$ cat src/rtl/sap_pkg.sv
// sap_pkg: shared definitions for the SAP accumulator core.
//   - 4-bit opcode values (OP_LDA .. OP_HLT); any other value executes as NOP
//   - top-level FSM state enum (IDLE / RUN / HALT)
//   - bit positions T0..T5 in the one-hot T-state ring
package sap_pkg;

  localparam logic [3:0] OP_LDA = 4'h0;
  localparam logic [3:0] OP_ADD = 4'h1;
  localparam logic [3:0] OP_SUB = 4'h2;
  localparam logic [3:0] OP_STA = 4'h3;
  localparam logic [3:0] OP_JMP = 4'h4;
  localparam logic [3:0] OP_JZ  = 4'h5;
  localparam logic [3:0] OP_JC  = 4'h6;
  localparam logic [3:0] OP_LDI = 4'h7;
  localparam logic [3:0] OP_OUT = 4'hE;
  localparam logic [3:0] OP_HLT = 4'hF;

  typedef enum logic [1:0] {
    IDLE = 2'd0,
    RUN  = 2'd1,
    HALT = 2'd2
  } cpu_state_t;

  localparam int unsigned T0 = 0;
  localparam int unsigned T1 = 1;
  localparam int unsigned T2 = 2;
  localparam int unsigned T3 = 3;
  localparam int unsigned T4 = 4;
  localparam int unsigned T5 = 5;

endpackage

$ cat src/rtl/sap_ram.sv
// sap_ram: 2**ADDR_W x DATA_W program/data memory.
//   clk          write clock
//   we/waddr/wdata  synchronous write port
//   raddr/rdata  combinational read port
// Contents are never reset.
module sap_ram
  import sap_pkg::*;
#(
  parameter int unsigned DATA_W = 8,
  parameter int unsigned ADDR_W = 4
) (
  input  logic              clk,
  input  logic              we,
  input  logic [ADDR_W-1:0] waddr,
  input  logic [DATA_W-1:0] wdata,
  input  logic [ADDR_W-1:0] raddr,
  output logic [DATA_W-1:0] rdata
);

  logic [DATA_W-1:0] mem [2**ADDR_W];

  always_ff @(posedge clk) begin
    if (we) mem[waddr] <= wdata;
  end

  assign rdata = mem[raddr];

endmodule

$ cat src/rtl/sap_cpu_param.sv
// sap_cpu_param: parametrised SAP accumulator CPU.
//   clk, clr                 clock, async active-high reset
//   start                    begin execution at PC=0 (from IDLE or HALT)
//   prog_we/addr/data        RAM load port, honoured only outside RUN
//   out_data/valid/ready     output port, valid held until accepted
//   halted, busy             HALT / RUN state indicators
//   t_state                  one-hot T0..T5 ring, zero when not running
//   pc_dbg, acc_dbg, flags_dbg  PC, ACC and {C,Z}
// Every instruction runs T0..T5; OUT may stall in T3, HLT leaves after T2.
module sap_cpu_param
  import sap_pkg::*;
#(
  parameter int unsigned DATA_W = 8,
  parameter int unsigned ADDR_W = 4
) (
  input  logic              clk,
  input  logic              clr,
  input  logic              start,
  input  logic              prog_we,
  input  logic [ADDR_W-1:0] prog_addr,
  input  logic [DATA_W-1:0] prog_data,
  output logic [DATA_W-1:0] out_data,
  output logic              out_valid,
  input  logic              out_ready,
  output logic              halted,
  output logic              busy,
  output logic [5:0]        t_state,
  output logic [ADDR_W-1:0] pc_dbg,
  output logic [DATA_W-1:0] acc_dbg,
  output logic [1:0]        flags_dbg
);

  cpu_state_t        state_q, state_d;
  logic [5:0]        ring;
  logic [ADDR_W-1:0] pc, mar;
  logic [DATA_W-1:0] ir, acc, b;
  logic              z, c;
  logic [DATA_W-1:0] out_data_q;
  logic              out_valid_q;

  logic [3:0]        opcode;
  logic [ADDR_W-1:0] operand;
  logic [DATA_W-1:0] ram_rdata;
  logic              ram_we;
  logic [ADDR_W-1:0] ram_waddr;
  logic [DATA_W-1:0] ram_wdata;
  logic [DATA_W:0]   sum;
  logic [DATA_W-1:0] diff;
  logic              is_run;
  logic              out_stall;

  assign opcode  = ir[DATA_W-1 -: 4];
  assign operand = ir[ADDR_W-1:0];
  assign sum     = {1'b0, acc} + {1'b0, b};
  assign diff    = acc - b;
  assign is_run  = (state_q == RUN);
  assign out_stall = ring[T3] && (opcode == OP_OUT) && out_valid_q && !out_ready;

  sap_ram #(
    .DATA_W(DATA_W),
    .ADDR_W(ADDR_W)
  ) u_ram (
    .clk  (clk),
    .we   (ram_we),
    .waddr(ram_waddr),
    .wdata(ram_wdata),
    .raddr(mar),
    .rdata(ram_rdata)
  );

  // State register
  always_ff @(posedge clk or posedge clr) begin
    if (clr) state_q <= IDLE;
    else     state_q <= state_d;
  end

  // Next-state logic
  always_comb begin
    state_d = state_q;
    unique case (state_q)
      IDLE, HALT: if (start) state_d = RUN;
      RUN:        if (ring[T2] && (opcode == OP_HLT)) state_d = HALT;
      default:    state_d = IDLE;
    endcase
  end

  // Outputs and RAM port mux: the load port owns the RAM outside RUN,
  // STA's T3 owns it inside RUN.
  always_comb begin
    busy      = is_run;
    halted    = (state_q == HALT);
    t_state   = is_run ? ring : '0;
    ram_we    = is_run ? (ring[T3] && (opcode == OP_STA)) : prog_we;
    ram_waddr = is_run ? mar : prog_addr;
    ram_wdata = is_run ? acc : prog_data;
  end

  assign out_data  = out_data_q;
  assign out_valid = out_valid_q;
  assign pc_dbg    = pc;
  assign acc_dbg   = acc;
  assign flags_dbg = {c, z};

  // Datapath and T-state ring. Later assignments in this block override
  // earlier ones (OUT setting valid over the handshake clear, HLT zeroing
  // the ring over the rotate).
  always_ff @(posedge clk or posedge clr) begin
    if (clr) begin
      ring        <= '0;
      pc          <= '0;
      mar         <= '0;
      ir          <= '0;
      acc         <= '0;
      b           <= '0;
      z           <= 1'b0;
      c           <= 1'b0;
      out_data_q  <= '0;
      out_valid_q <= 1'b0;
    end else begin
      if (out_valid_q && out_ready) out_valid_q <= 1'b0;

      if (!is_run) begin
        if (start) begin
          pc   <= '0;
          ring <= 6'b000001;
        end
      end else begin
        if (!out_stall) ring <= {ring[4:0], ring[5]};

        if (ring[T0]) mar <= pc;

        if (ring[T1]) begin
          ir <= ram_rdata;
          pc <= pc + ADDR_W'(1);
        end

        if (ring[T2]) begin
          unique case (opcode)
            OP_LDA, OP_ADD, OP_SUB, OP_STA: mar <= operand;
            OP_JMP: pc <= operand;
            OP_JZ:  if (z) pc <= operand;
            OP_JC:  if (c) pc <= operand;
            OP_LDI: begin
              acc <= DATA_W'(operand);
              z   <= (operand == '0);
            end
            OP_OUT: begin
              out_data_q  <= acc;
              out_valid_q <= 1'b1;
            end
            OP_HLT: ring <= '0;
            default: ;
          endcase
        end

        if (ring[T3]) begin
          unique case (opcode)
            OP_LDA: begin
              acc <= ram_rdata;
              z   <= (ram_rdata == '0);
            end
            OP_ADD, OP_SUB: b <= ram_rdata;
            default: ;
          endcase
        end

        if (ring[T4]) begin
          unique case (opcode)
            OP_ADD: begin
              acc <= sum[DATA_W-1:0];
              c   <= sum[DATA_W];
              z   <= (sum[DATA_W-1:0] == '0);
            end
            OP_SUB: begin
              acc <= diff;
              c   <= (acc < b);
              z   <= (diff == '0);
            end
            default: ;
          endcase
        end
      end
    end
  end

endmodule

$ cat config.mk
export PLATFORM = sky130hd
export DESIGN_NAME = sap_cpu_param
export DESIGN_NICKNAME = d
export VERILOG_FILES = /design/src/rtl/sap_pkg.sv /design/src/rtl/sap_ram.sv /design/src/rtl/sap_cpu_param.sv
export SDC_FILE = /design/constraint.sdc
export NUM_CORES = 1
export LEC_CHECK = 0
export BUFFER_PORTS_ARGS = -buffer_cell sky130_fd_sc_hd__buf_2
export CELL_PAD_IN_SITES_DETAIL_PLACEMENT = 2
export CELL_PAD_IN_SITES_GLOBAL_PLACEMENT = 2
export CORE_MARGIN = 5
export CORE_UTILIZATION = 44
export DETAILED_ROUTE_END_ITERATION = 6
export GPL_TIMING_DRIVEN = 0
export HOLD_SLACK_MARGIN = 0.03
export PLACE_DENSITY = 0.84
export SLEW_MARGIN = 5
export SYNTH_ARGS = -nofsm -noshare
export SYNTH_HDL_FRONTEND = slang
export SYNTH_SLANG_ARGS = --single-unit
$ cat constraint.sdc
create_clock -name clk -period 3.1 [get_ports clk]
set_input_delay 0.155 -clock clk [delete_from_list [all_inputs] [get_ports clk]]
set_output_delay 0.155 -clock clk [all_outputs]
set_load 0.03 [all_outputs]
==> flow_metrics.py <==
metrics = {
    "place": {
        "buffer_ports.inserted": 47,
        "gp_congestion": 0.7958,
        "placement.setup.worst_slack_ns": -0.5502,
        "place.detailed.instances": 892,
        "hpwlAfterDp_mm": 18.14,
    },
    "cells_and_area": {
        "layout_overhead_on_the_synthesized_area_pct": 14.74,
        "antenna-diode-count": 0,
        "n_fill_cell": 1798,
        "layout.cells.non_filler": 923,
        "drive_above_1_share_pct": 23.37,
        "multi_input_comb_area_sq_um": 3059,
        "register_area_sq_um": 5121,
        "nNetsFinal": 713,
    },
    "logic_synthesis": {
        "postSynthNetCount": 646,
        "synth_async_reset_ratio_pct": 28.49,
        "ys_seq_elements": 179,
        "yosys.cell_types.count": 61,
        "synthCells": 609,
        "synth.avg_cell_area_sq_um": 13.69,
        "ys_dominant_reg_cell": "edfxtp_1",
        "syn-cell-area_sq_um": 8337,
        "seq_area_frac_synth_pct": 61.41,
        "synth-edff-count": 128,
        "synthesis.yosys.warnings": 0,
    },
    "clock_network": {
        "cts_root_buf": "clkbuf_16",
        "cts-buffers-inserted": 17,
        "clk_transition_reported_paths_ns": 0.08,
        "worstSkewPairLatency_ns": 0.44,
        "cts_htree_levels": 4,
        "cts_tree": "yes",
        "cts_setup_buffers": 0,
        "clock-sinks": 179,
        "max-clock-path-buffers": 2,
    },
    "pwr": {
        "p_leak_uw": 0.003561,
        "vdd_drop_max_mv": 0.4337,
        "post-layout-total-power_uw": 11190,
        "power_per_cell_area_nw_per_um2": 1170,
    },
    "detailed_routing": {
        "drt-wirelength-per-cell_um": 28.88,
        "wl_mm": 26.66,
        "routed-via-count": 5708,
        "drtIter0Drc": 346,
        "drt_drc_violations_left": 0,
        "via_per_inst": 6.184,
        "dr.pass1.iters": 5,
        "number_of_routed_nets_with_antenna_violations": 0,
    },
    "critical_path": {
        "critPathTopFamily": "simple AND/OR/NAND/NOR gates",
        "largest_stage_delay_on_the_critical_path_ns": 0.59,
        "crit_required_ns": 3.17,
        "startpoint_type": "register",
        "critical_path.startpoint": "state_q[1]",
        "crit_chain": "nand2b_1, clkbuf_1, inv_2, clkbuf_1, nand2_1, nand2_1, nand2_1, nor2_2",
        "cp_slowest_cell": "nor2_2",
        "r2r-start": "state_q[1]",
        "worst_path_buf_inv": 3,
        "cpMostUsedCell": "nand2_1",
        "end_kind": "register",
        "worst-setup-path-type": "reg -> reg",
        "critical_path_peak_fanout": 10,
        "critPathArrivalTime_ns": 3.11,
    },
    "global_routing": {
        "antenna_found_initial": 0,
        "grt_usage_pct": 25.10,
        "grt_first_pass_wirelength_mm": 40.34,
        "grt-ovfl-total": 0,
        "grt_start_max_net_pins": 29,
        "vias_in_the_first_global_route": 6403,
    },
    "die": {
        "floorplan.die.width_um": 147.7,
        "placeableCoreArea_sq_um": 18710,
        "chipHeight_um": 147.7,
        "num_io_pins": 48,
        "core.rowCount": 50,
        "floorplan.initialDensity_pct": 44.57,
        "die-area_sq_um": 21800,
    },
    "worst_hold_path": {
        "hold_path_class": "in -> reg",
        "worstHoldStart": "start",
    },
    "timing": {
        "relSlewSlack_pct": 25.67,
        "period_minus_slack_ns": 3.042,
        "finalMaxSlewViolations": 0,
        "post-route-period-util_pct": 98.13,
        "fmax_mhz": 328.7,
        "hold_violations": 0,
        "fin_skew_ns": 0.01336,
        "unrepaired_setup_endpoints_after_global_routing": "yes",
        "postLayoutSetupSlackWorst_ns": 0.05805,
        "setup_viol": 0,
        "max_slew.worst_pin.slew_ns": 1.106,
    },
    "status": {
        "status": "completed",
    },
    "job": {
        "maxCapViolations": 0,
    },
}
## timing repair
action	4_1_cts	5_1_grt
endpoints found under the hold margin	27	0
hold buffers	1	0
setup endpoints to repair	139	181
gates resized for setup	15	18
gates cloned	0	0
## cells in the mapped netlist, drive strengths merged (6+ instances only)
master | count | area [sq um]
nor2 | 54 | 202.7
a21oi | 27 | 135.1
mux4 | 36 | 833.3
buf | 8 | 62.55
dfrtp | 51 | 1276
nor2b | 6 | 37.54
mux2 | 15 | 168.9
clkbuf | 20 | 75.07
nor3 | 9 | 45.04
xnor2 | 9 | 78.83
nand2 | 64 | 240.2
o21ai | 24 | 120.1
edfxtp | 128 | 3844
o22ai | 11 | 68.82
a22oi | 6 | 45.04
ha | 18 | 225.2
nand2b | 9 | 56.30
a221oi | 8 | 70.07
inv | 26 | 97.59
mux2i | 8 | 80.08
## state kept, by name, summed over array words and instances (netlist names)
name       cells
acc_dbg        8
b              8
c              1
ir             8
mar            4
out_data       8
out_valid      1
pc_dbg         4
ring           6
state_q        2
u_ram.mem    128
z              1
## worst paths after layout
path,endpoint,slack [ns],cells past startpoint
max,u_ram.mem[14][6],0.06,8
min,state_q[1],0.06,3
max reg2reg,u_ram.mem[14][6],0.06,8
min reg2reg,out_data[6],0.51,1
max in group asynchronous,ir[2],2.15,4
min in group asynchronous,out_data[6],0.36,3
## where the power goes
group,total [uW],internal [uW],switching (uW)
clock network,2160,1080,1080
logic,5280,1790,3490
registers,3750,3320,430
## stage by stage
| stage | hold slack, ns | area [sq um] | util (%) | TNS, ns |
|---|---|---|---|---|
| after floorplan | 0.3464 | 8337 | - | 0 |
| after global placement | 0.4780 | 8865 | 47.39 | -19.62 |
| after detailed placement | 0.2898 | 8892 | 47.54 | -35.95 |
| after CTS | 0.03423 | 9513 | 50.86 | -4.011 |
| after global routing | 0.07763 | 9565 | 51.14 | -0.7254 |
| final | 0.05952 | 9565 | 51.14 | 0 |
## metal layers
layer  routed length, um  GRT usage (%)
met2               13990          44.62
met3                1147          4.506
met5                   0              0
met1               10620          30.12
met4                 906          10.44
## worst min-delay path: stages
cell and delay (ns):
buf_2 0.09, inv_1 0.08, o2bb2ai_1 0.13
## kinds of logic after synthesis
family / Yosys count / synth area share (%)
AO/OA/AOI/OAI: 111 / 8.810
XOR/XNOR: 10 / 1.051
multiplexers: 59 / 12.98
flip-flops: 179 / 61.41
buffers and inverters: 54 / 2.821
adder cells (fa/ha/maj): 20 / 3.182
AND/OR/NAND/NOR: 176 / 9.740
## layout by cell type (no fill, tap or decap), types with 4 or more instances in the layout
cell         n
a21oi_1     27
a221oi_1     6
a22o_1       5
a22oi_1      6
a31oi_1      5
and2_1       5
buf_2       48
clkbuf_1    13
clkbuf_16   17
clkbuf_2     6
dfrtp_1     50
edfxtp_1   128
ha_1        18
inv_1       24
inv_8        6
mux2_2      15
mux2i_1      8
mux4_1       6
mux4_2      30
nand2_1     64
nand2b_1     9
nand3_1      5
nor2_1      38
nor2_2      11
nor2_4       5
nor2b_1      6
nor3_1       9
nor3b_1      4
nor4_1       4
o211ai_1     4
o21ai_0     12
o21ai_1     12
o22ai_1     11
xnor2_1      9
## layout make-up
| type | instances | area share, % |
|---|---|---|
| Clock inverter | 15 | 1.661 |
| Buffer | 26 | 1.439 |
| Sequential cell | 179 | 53.54 |
| Inverter | 26 | 1.020 |
| Tap cell | 234 | 3.061 |
| Clock buffer | 17 | 4.447 |
| Timing Repair Buffer | 50 | 2.852 |
| Multi-Input combinational cell | 376 | 31.98 |
No activity file was read; power rests on OpenSTA's default activity.
